<file path="config.mk">
export PLATFORM = sky130hd
export DESIGN_NAME = jtag_host
export DESIGN_NICKNAME = d
export VERILOG_FILES = /design/src/rtl/jtag_host.sv
export SDC_FILE = /design/constraint.sdc
export NUM_CORES = 1
export LEC_CHECK = 0
export ABC_AREA = 1
export BUFFER_PORTS_ARGS = -buffer_cell sky130_fd_sc_hd__buf_2
export CORE_MARGIN = 2
export CORE_UTILIZATION = 40
export DETAILED_ROUTE_END_ITERATION = 8
export SYNTH_ARGS = -nofsm -noshare
export SYNTH_HDL_FRONTEND = slang
export SYNTH_SLANG_ARGS = --single-unit
</file>
<file path="constraint.sdc">
create_clock -name clk -period 3.9 [get_ports clk]
set_input_delay 0.78 -clock clk [delete_from_list [all_inputs] [get_ports clk]]
set_output_delay 0.78 -clock clk [all_outputs]
set_load 0.02 [all_outputs]
</file>
<file path="src/rtl/jtag_host.sv">
// JTAG host controller: turns TAP-reset / IR / DR / idle-clock commands into
// TCK/TMS/TDI/TRST sequences on one system clock and returns captured TDO bits.
module jtag_host #(
  parameter int unsigned CLK_DIV = 4
) (
  input  logic        clk,
  input  logic        rst,
  input  logic        cmd_valid,
  output logic        cmd_ready,
  input  logic [1:0]  cmd_type,
  input  logic [4:0]  cmd_len,
  input  logic [31:0] cmd_data,
  output logic        rsp_valid,
  output logic [31:0] rsp_data,
  output logic        jtag_tck,
  output logic        jtag_tms,
  output logic        jtag_tdi,
  output logic        jtag_trst,
  input  logic        jtag_tdo
);

  localparam int unsigned   CW   = $clog2(2 * CLK_DIV + 1);
  localparam logic [CW-1:0] HALF = CW'(CLK_DIV);
  localparam logic [CW-1:0] FULL = CW'(2 * CLK_DIV);

  typedef enum logic [1:0] {AUTORST, IDLE, RUN, DONE} state_t;
  typedef enum logic [1:0] {
    CMD_RST = 2'd0,
    CMD_IR  = 2'd1,
    CMD_DR  = 2'd2,
    CMD_RTI = 2'd3
  } cmd_t;

  typedef struct packed {
    logic       tms;
    logic       trst;
    logic       shift;
    logic [4:0] bit_idx;
  } per_t;

  state_t        r_state;
  cmd_t          r_type;
  logic [4:0]    r_len;
  logic [31:0]   r_data;
  logic [31:0]   r_cap;
  logic [5:0]    r_per;
  logic [CW-1:0] r_cnt;
  logic          r_shift;
  logic [4:0]    r_idx;

  logic          w_start;
  logic          w_end;
  logic [5:0]    w_nper;
  logic [5:0]    w_last;
  per_t          w_nxt;

  // Pin values for period p of a command, counted from Run-Test/Idle.
  function automatic per_t period_info(cmd_t t, logic [4:0] len, logic [5:0] p);
    per_t       info;
    logic [5:0] off;
    logic [5:0] rel;
    info      = '0;
    info.trst = 1'b1;
    off       = (t == CMD_IR) ? 6'd4 : 6'd3;
    rel       = p - off;
    case (t)
      CMD_RST: begin
        info.tms  = (p < 6'd5);
        info.trst = (p >= 6'd5);
      end
      CMD_IR, CMD_DR: begin
        if (p < off) begin
          info.tms = (p == 6'd0) || ((t == CMD_IR) && (p == 6'd1));
        end else if (rel <= {1'b0, len}) begin
          info.shift   = 1'b1;
          info.bit_idx = rel[4:0];
          info.tms     = (rel[4:0] == len);
        end else begin
          info.tms = (rel == ({1'b0, len} + 6'd1));
        end
      end
      default: ;
    endcase
    return info;
  endfunction

  always_comb begin
    w_start = (r_cnt == '0) || (r_cnt == FULL);
    // r_cnt is 0 only before the first period; later boundaries advance r_per.
    w_nper  = (r_cnt == '0) ? r_per : r_per + 6'd1;
    case (r_type)
      CMD_RST: w_last = 6'd5;
      CMD_IR:  w_last = {1'b0, r_len} + 6'd6;
      CMD_DR:  w_last = {1'b0, r_len} + 6'd5;
      default: w_last = {1'b0, r_len};
    endcase
    w_end = (r_cnt == FULL) && (r_per == w_last);
    w_nxt = period_info(r_type, r_len, w_nper);
  end

  always_ff @(posedge clk) begin
    if (!rst) begin
      r_state   <= AUTORST;
      r_type    <= CMD_RST;
      r_len     <= '0;
      r_data    <= '0;
      r_cap     <= '0;
      r_per     <= '0;
      r_cnt     <= '0;
      r_shift   <= 1'b0;
      r_idx     <= '0;
      cmd_ready <= 1'b0;
      rsp_valid <= 1'b0;
      rsp_data  <= '0;
      jtag_tck  <= 1'b0;
      jtag_tms  <= 1'b1;
      jtag_tdi  <= 1'b0;
      jtag_trst <= 1'b0;
    end else begin
      unique case (r_state)
        IDLE, DONE: begin
          rsp_valid <= 1'b0;
          if (cmd_valid) begin
            r_type    <= cmd_t'(cmd_type);
            r_len     <= cmd_len;
            r_data    <= cmd_data;
            r_cap     <= '0;
            r_per     <= '0;
            r_cnt     <= '0;
            cmd_ready <= 1'b0;
            r_state   <= RUN;
          end else begin
            r_state   <= IDLE;
          end
        end
        AUTORST, RUN: begin
          if (w_end) begin
            jtag_tck  <= 1'b0;
            jtag_tms  <= 1'b0;
            jtag_tdi  <= 1'b0;
            jtag_trst <= 1'b1;
            cmd_ready <= 1'b1;
            if (r_state == RUN) begin
              rsp_valid <= 1'b1;
              rsp_data  <= r_cap;
              r_state   <= DONE;
            end else begin
              r_state   <= IDLE;
            end
          end else if (w_start) begin
            jtag_tck  <= 1'b0;
            jtag_tms  <= w_nxt.tms;
            jtag_trst <= w_nxt.trst;
            jtag_tdi  <= w_nxt.shift & r_data[w_nxt.bit_idx];
            r_shift   <= w_nxt.shift;
            r_idx     <= w_nxt.bit_idx;
            r_per     <= w_nper;
            r_cnt     <= CW'(1);
          end else begin
            if (r_cnt == HALF) begin
              jtag_tck <= 1'b1;
              if (r_shift) r_cap[r_idx] <= jtag_tdo;
            end
            r_cnt <= r_cnt + CW'(1);
          end
        end
      endcase
    end
  end

endmodule

</file>
==> Word level (Yosys, flattened, before mapping) <==
Index checks and enable logic that the tools add are counted.
{ "classes": {"n_addsub": 6, "mul": 0, "div_mod_pow": 0, "n_lt_le_gt_ge": 7, "n_eq_ne": 19, "n_shift": 0, "muxes": 48, "n_bitwise": 2, "reduce_logical": 24} }
{ "op_table": {"columns": ["operator", "count"], "rows": [
  ["$mux 32", 5],
  ["$pmux 32 s2", 1],
  ["$mux 6", 7],
  ["$bwmux 32", 1],
  ["$mux 1", 18],
  ["$pmux 6 s3", 1],
  ["$ne 2x2->1 const B", 8],
  ["$add 5x3->6 const B", 2],
  ["$eq 6x6->1", 2],
  ["$lt 5x6->1 const B", 2],
  ["$mux 4", 3],
  ["$pmux 6 s2", 1],
  ["$reduce_and 2->1", 6],
  ["$reduce_and 3->1", 3],
  ["$pmux 4 s2", 1],
  ["$add 5x1->6 const B", 1],
  ["$add 6x1->6 const B", 1],
  ["$eq 2x2->1 const B", 3],
  ["$eq 6x1->1 const B", 1],
  ["$ge 6x3->1 const B", 1],
  ["$le 6x5->1", 1],
  ["$logic_not 6->1", 1],
  ["$lt 6x3->1", 1],
  ["$lt 6x3->1 const B", 1],
  ["23 further kinds", 34]
]} }
{ "totals": {"reg_bits": 127, "latchBits": 0, "mem_bits_rw": 0, "romBits": 0, "input_bits": 43, "out_inout_bits": 38, "wordCells": 122, "memories": 0} }

==> Logic depth before layout (Yosys ltp) <==
Gate-level depths: netlist of the first run.
{ "logic_depth": {"word_depth": 12, "ltp_mapped": 30, "mapped_depth_nobuf": 29} }

==> Worst setup path after synthesis of the first run <==
OpenSTA, ideal clock, no wires.
{ "synth_timing": {"path_type": "register -> register", "startpoint": "register r_cnt[0]", "endpoint": "register jtag_tdi", "setup_time_ns": 0.113, "arrival_ns": 3.687, "required_time_ns": 3.787, "path_slack_ns": 0.100, "stages_incl_launch_ff": 28, "path_buffers": 1, "synth_period_minus_slack_ns": 3.800, "path_cell_list": "dfxtp_1 inv_1 ha_1 nand3_4 buf_6 o21ai_0 ha_1 nand2_1 nand2_1 a21oi_1 xnor2_1 ha_1 a21oi_1 o21ai_0 nand2_1 nand2_1 nand2_1 nand3_2 nor2_4 nand2_4 inv_2 nand3_1 nand2_1 nand2_1 nand3_1 nand3_1 nand3_1 nand2_1"} }
{ "synth_between": {"elab_chain_len": 12, "word_cells_on_any_way": 18, "cone_classes": "add/sub: 1; order compare: 2; eq/ne: 1; mux: 8; bitwise: 1; reduce/logical: 5"} }
{ "synth_lines": {"columns": ["element", "line", "text"], "rows": [
  ["start: declaration", "47", "logic [CW-1:0] r_cnt;"],
  ["start signal: assignment", "164", "r_cnt <= r_cnt + CW'(1);"],
  ["$logic_not 4->1", "88, 90", null],
  ["$mux 6", "90", "w_nper = (r_cnt == '0) ? r_per : r_per + 6'd1;"],
  ["$sub 6x3->6", "65", "rel = p - off;"],
  ["$le 6x5->1", "74", "end else if (rel <= {1'b0, len}) begin"],
  ["$mux 6", "74", null],
  ["$mux 6", "72", "if (p < off) begin"],
  ["$mux 6", "66", "case (t)"],
  ["$bmux 1 s5", "154", "jtag_tdi <= w_nxt.shift & r_data[w_nxt.bit_idx];"],
  ["$mux 1 (implied by the code)", "154", null],
  ["$and 1x1->1", "154", null],
  ["$mux 1", "150", "end else if (w_start) begin"],
  ["$mux 1", "137", "if (w_end) begin"],
  ["end signal: assignment", "154", null],
  ["end: declaration", "17", "output logic jtag_tdi,"]
]} }
Parallel ways exist; a longest one is shown, timed or not. The select of a mux whose other input is x is not followed.
A chain may end at the register's enable or synchronous reset.

==> Final worst setup path of the first run <==
Same ends and word-level chain as after synthesis.

==> results of run 1 <==
## cell usage in the layout, fill, tap and decap left out, types with 6 or more instances in the layout
master	instances
a21oi_1	65
buf_2	80
buf_4	29
clkbuf_16	17
dfxtp_1	126
ha_1	18
inv_1	51
inv_2	12
nand2_1	131
nand2_2	10
nand3_1	88
nor2_1	182
nor3_1	6
o21ai_0	94
o21ai_1	32
xor2_1	9
## cells by family after synthesis
logic type / after synthesis / share of synthesized area
simple gates: 444 / 0.307
flops: 127 / 0.397
buf+inv: 113 / 0.0754
compound gates: 201 / 0.161
fa+ha+maj: 20 / 0.0403
xor+xnor: 14 / 0.0191
## flip-flops by register name (all words and copies together), names as in the netlist, named ones only
signal and cells:
r_idx 5, rsp_data 32, r_cnt 4, jtag_tck 1
rsp_valid 1, r_type 2, r_data 32, r_shift 1
jtag_tdi 1, jtag_tms 1, cmd_ready 1, r_per 6
r_len 5, jtag_trst 1, r_state 1, r_cap 32
## synthesized netlist by cell type, types with 4 or more instances
| cell | n |
|---|---|
| nand2_1 | 132 |
| inv_2 | 9 |
| buf_2 | 5 |
| ha_1 | 19 |
| dfxtp_1 | 127 |
| a21oi_1 | 66 |
| o21ai_1 | 32 |
| clkbuf_1 | 35 |
| o21ai_0 | 94 |
| inv_1 | 54 |
| nor3_1 | 6 |
| nand4_1 | 4 |
| nand2_4 | 4 |
| nor2_1 | 184 |
| nand2_2 | 9 |
| xor2_1 | 11 |
| nand3_2 | 5 |
| buf_6 | 6 |
| nand3_1 | 88 |
## tightest hold or removal path: stages (launching register included)
cell	delay, ps
dfxtp_1	310
nand2_1	60
a21oi_1	50
## layer usage
| metal | GRT usage | part of all wire | vias up |
|---|---|---|---|
| met1 | 0.269 | 0.49 | 2792 |
| met2 | 0.303 | 0.45 | 127 |
| met4 | 0.0745 | 0.018 | 0 |
| li1 | - | - | 3179 |
| met3 | 0.0419 | 0.043 | 20 |
| met5 | 0 | 0 | - |
## per-stage QoR
stage | setup TNS, ps | setup slack (ps) | total power [mW] | util
6_report | 0 | 254 | 3.22 | 0.489
3_3_place_gp | 0 | 188 | 1.65 | 0.443
4_1_cts | 0 | 61.2 | 3.22 | 0.480
5_1_grt | -17.5 | -17.5 | 3.35 | 0.489
3_5_place_dp | 0 | 92.3 | 1.65 | 0.443
2_1_floorplan | 0 | 100 | 1.55 | -
## timing repair
action / CTS / global route
gates resized for setup: 0 / 17
setup buffers: 0 / 9
endpoints found under the setup margin: 0 / 4
## power groups by stage
stage | clock, mW | combinational [mW] | sequential, mW
2_1_floorplan | 0 | 0.200 | 1.35
3_3_place_gp | 0 | 0.299 | 1.35
3_5_place_dp | 0 | 0.299 | 1.35
4_1_cts | 1.60 | 0.302 | 1.32
5_1_grt | 1.66 | 0.368 | 1.32
6_report | 1.57 | 0.330 | 1.32
## final timing paths
| kind | endpoint | startpoint | cells after the start | slack [ps] |
|---|---|---|---|---|
| hold / removal | r_cap[4] | r_cap[4] | 2 | 460 |
| hold reg to reg | r_cap[4] | r_cap[4] | 2 | 460 |
| setup / recovery | jtag_tdi | r_cnt[0] | 28 | 250 |
| setup reg to reg | jtag_tdi | r_cnt[0] | 28 | 250 |
## final cells by class
type	count	area, um^2
fill	1657	8060
tap	216	270
timing repair buffer	110	629
inverter	65	248
clock buffer	25	505
clock inverter	5	78.8
sequential	127	2540
multi-input combinational	679	3440
==> impl_metrics.toml, run 1 <==
[min_path]
hold_path_class = "flop to flop"

[timing]
hold_viol_final = 0
slew_viol_final = 0
tightest_slew_ps = 996
max_freq_mhz = 274
period_needed_ps = 3650
holdWs_ps = 459
timing.slew.headroom = 0.335
skew_ps = 4.94
setup_viol = 0
period_share = 0.935

[global_routing]
grt-ovfl-total = 0
grt_pass1_vias = 5404
track_usage = 0.196
antenna_found_initial = 0
grt_pass1_wl_mm = 26.4
grt_max_degree = 85

[clock_network]
clk_latency_ps = 420
cts_buffers = 17
cts_root_buffer = "clkbuf_16"
cts_tree = "built"
clk_pin_slew_ps = 60
cts_sinks = 127
cts_max_path_buffers = 2
htreeDepth = 4
cts_hold_buf = 0

[power_and_ir_drop]
combPwrFrac = 0.102
internal_power_mw = 2.45
power_frac_clock = 0.487
p_switching_uw = 773
pwr-share-seq = 0.410
p_sw_frac = 0.240
p_leak_nw = 3.34
p_per_area_nw_per_um2 = 418
ir_drop_mv = 0.270

[logic_synthesis]
synth_edf_count = 0
syn_area_per_cell_um2 = 6.97
yosysWarnings = 0
yosysSeqAreaShare = 0.397
ys_ff_latch = 127
synth.area.top_cells = "dfxtp_1, nor2_1, nand2_1"
yosysUniqueCellTypes = 41
synthFlopType = "dfxtp_1"
synthArstFlopShare = 0
syn_area_um2 = 6400
synth_top_area_cell = "dfxtp_1"
synth_top_area_share = 0.397
synthCells = 919
syn-num-nets = 982

[die]
die_h_um = 131
core_um2 = 15800
start_util = 0.406
placementRows = 46
io_pins = 81
die_w_um = 131
die_area_um2 = 17000

[finish]
finish.instance_area_um2 = 7710
fin_cells = 1227
diodes = 0
drive_above_1_share = 0.188
areaGrowthSynthToFinish_pct = 20.5
nets = 1063

[worst_setup_path]
cp_data_arrival_time_ps = 3960
path_delay_family = "simple AND/OR/NAND/NOR gates"
startpoint_type = "flop"
crit_path_end_kind = "flop"
slowest_stage = "dfxtp_2"
worstPathRequired_ps = 4210
crit_fanout = 8
crit_type = "flop to flop"
critPathBufInv = 3
max_stage_delay_ps = 340
critPathMostFrequentCell = "nand2_1"

[detailed_routing]
num_vias = 6118
routedWlPerCell_um = 13.2
finalWirelength_mm = 16.2
drc = 0
ant_nets = 0
drtIter0Drc = 431
drt_pre_antenna_iters = 5
vias_per_cell = 4.99

[outcome]
outcome = "finished, final reports clean"

[place]
gp_congestion = 0.865
portBuffers = 80
dp_hpwl_mm = 10.9
placed_area_um2 = 6990
dp_cells = 1188

[flow_run]
maxCapViolCount = 0
(Power assumes the default switching activity.)
==> run 2, diff against run 1 <==
--- a/config.mk
+++ b/config.mk
@@ -5,7 +5,6 @@
 export SDC_FILE = /design/constraint.sdc
 export NUM_CORES = 1
 export LEC_CHECK = 0
-export ABC_AREA = 1
 export BUFFER_PORTS_ARGS = -buffer_cell sky130_fd_sc_hd__buf_2
 export CORE_MARGIN = 2
 export CORE_UTILIZATION = 40
==> run 2 against run 1 <==
  * The run now ends with negative setup slack left
  * Hold slack got worse by 6.9 ps
  * Final cell count decreased by 7.8%
  * Count of clock-buffer cells in the layout decreased by 3
  * Critical path type unchanged
  * Critical endpoint unchanged
  * Largest power group unchanged
==> impl_metrics.toml, run 2 <==
[global_routing]
met2_usage = 0.306
antenna_found_initial = 0
grt_max_degree = 54
grt_pass1_wl_mm = 26.9
grt-ovfl-total = 0
busiest_layer = "met2"
track_usage = 0.202
grt_pass1_vias = 5320
grt_util_met1 = 0.285
use_met3 = 0.0439

[clock_network]
clk_latency_ps = 420
cts_tree = "built"
htreeDepth = 4
clk_pin_slew_ps = 50
cts_root_buffer = "clkbuf_16"
cts_max_path_buffers = 2
cts_sinks = 127
cts_hold_buf = 0
cts_buffers = 17

[logic_synthesis]
synth.most_common_cell = "nand2_1"
syn_area_per_cell_um2 = 7.92
yosysUniqueCellTypes = 58
synth_common_cells = "nand2_1, dfxtp_1, nor2_1, a21oi_1, clkbuf_1"
yosysWarnings = 0
synthArstFlopShare = 0
synth_top_area_cell = "dfxtp_1"
ys_ff_latch = 127
yosysSeqAreaShare = 0.399
synth_edf_count = 0
synthCells = 805
synthFlopType = "dfxtp_1"
synth.area.top_cells = "dfxtp_1, nand2_1, a21oi_1"
syn_area_um2 = 6370
syn-num-nets = 868
synth_top_area_share = 0.399

[worst_setup_path]
reg2reg_depth = 19
crit_fanout = 3
startpoint_type = "flop"
critPathBufInv = 2
r2r_slack_ps = -190
r2r_end = "jtag_tdi"
path_delay_family = "simple AND/OR/NAND/NOR gates"
slowest_stage = "mux4_2"
r2r-start = "r_cnt[1]"
crit_type = "flop to flop"
cp_data_arrival_time_ps = 4380
crit_chain = "inv_2 > ha_4 > or3b_4 > xnor2_4 > ha_2 > inv_2 > fa_2 > a21oi_2 > nand2_2 > xor2_2 > ha_1 > nand4_1 > nor2_2 > a211o_1 > nand4_1 > and4b_4 > mux4_2 > a22oi_2 > a31oi_1"
worstPathRequired_ps = 4190
crit_path_end_kind = "flop"
max_stage_delay_ps = 510

[timing]
hold_viol_final = 0
holdWs_ps = 452
skew_ps = 8.02
max_freq_mhz = 245
period_needed_ps = 4090
timing.slew.headroom = 0.436
grt_setup_unrepaired = "yes"
layout_setup_ws_ps = -189
slew_viol_final = 0
tightest_slew_ps = 844
setup_viol = 1
period_share = 1.05

[place]
placed_area_um2 = 7270
gp_congestion = 0.856
portBuffers = 80
dp_cells = 1096
dp_hpwl_mm = 11.4

[finish]
reg_top3 = "r_cap (32), r_data (32), rsp_data (32)"
final_cell_mix = "nand2_1, dfxtp_1, nor2_1"
drive_above_1_share = 0.220
areaGrowthSynthToFinish_pct = 23.6
finish.instance_area_um2 = 7880
nets = 965
layout_commonest_cell = "nand2_1"
fillers = 1540
fin_cells = 1131
diodes = 0

[min_path]
hold_depth = 2
min-delay-start = "r_data[3]"
hold_path_class = "flop to flop"
holdPathEnd = "r_data[3]"

[die]
placementRows = 46
core_um2 = 15700
start_util = 0.406
io_pins = 81
die_area_um2 = 17000
die_w_um = 130
die_h_um = 130

[power_and_ir_drop]
p_leak_nw = 3.34
ir_drop_mv = 0.241
p_per_area_nw_per_um2 = 405
p_total_mw = 3.19

[detailed_routing]
num_vias = 5771
ant_nets = 0
drt_pre_antenna_iters = 7
finalWirelength_mm = 16.5
drtIter0Drc = 297
routedWlPerCell_um = 14.6
drc = 0
vias_per_cell = 5.10

[outcome]
failed_checks = "negative setup slack"
outcome = "complete, but fails checks"

[flow_run]
maxCapViolCount = 0
[run 2: what timing repair did]
| action | in CTS | in global routing |
|---|---|---|
| gates resized for setup | 4 | 2 |
| pin swaps | 8 | 4 |
| setup endpoints to repair | 1 | 6 |
| buffers inserted | 3 | 2 |
| gates cloned | 0 | 0 |
[run 2: where the power goes]
group / switching, mW / internal, mW
combinational: 0.213 / 0.178
clock: 0.570 / 0.904
sequential: 0.0106 / 1.31
total: 0.794 / 2.39
[run 2: through the flow]
stage	worst slack [ps]	TNS [ps]	util
after floorplan	-319	-319	-
after CTS	-191	-191	0.501
after detailed placement	-366	-366	0.463
after global routing	-383	-425	0.501
final	-189	-189	0.501
after global placement	-290	-290	0.463
[run 2: kinds of logic (layout without fill, tap and decap cells)]
kind of cell / count (synthesis) / count (layout) / share of synthesized area
AOI/OAI and AO/OA: 182 / 182 / 0.170
and+or+nand+nor: 340 / 340 / 0.234
adders and majority gates: 20 / 20 / 0.0404
muxes: 44 / 44 / 0.0850
DFF: 127 / 127 / 0.399
xor gates and xnor gates: 19 / 19 / 0.0261
buffers and inverters: 73 / 183 / 0.0455
[run 2: worst reg2reg max path, stage by stage, from the launching register on]
cell and delay (ps):
dfxtp_2 320, inv_2 60, ha_4 120, or3b_4 410, xnor2_4 160, ha_2 200, inv_2 40, fa_2 370
a21oi_2 180, nand2_2 80, xor2_2 150, ha_1 290, nand4_1 90, nor2_2 110, a211o_1 110, nand4_1 100
and4b_4 400, mux4_2 510, a22oi_2 170, a31oi_1 90
[run 2: worst max-delay path by stage]
stage	start	end	slack, ps	cells after the start
after floorplan	r_cnt[1]	jtag_tdi	-320	20
after global placement	r_cnt[1]	jtag_tdi	-290	19
after detailed placement	r_cnt[1]	jtag_tdi	-370	19
after CTS	r_cnt[1]	jtag_tdi	-190	19
after global routing	r_cnt[1]	jtag_tdi	-380	19
final	r_cnt[1]	jtag_tdi	-190	19
[run 2: per-layer routing]
metal	up-vias	share of wire
li1	2967	-
met4	0	0.017
met2	108	0.44
met3	23	0.041
met1	2673	0.50
met5	-	0
[run 2: layout make-up]
class / count / area [um^2] / area share
Clock inverter: 10 / 86.3 / 0.0110
Inverter: 20 / 76.3 / 0.00969
Tap cell: 216 / 270 / 0.0343
Sequential cell: 127 / 2540 / 0.323
Clock buffer: 22 / 464 / 0.0589
Timing Repair Buffer: 131 / 783 / 0.0994
Multi-Input combinational cell: 605 / 3650 / 0.464
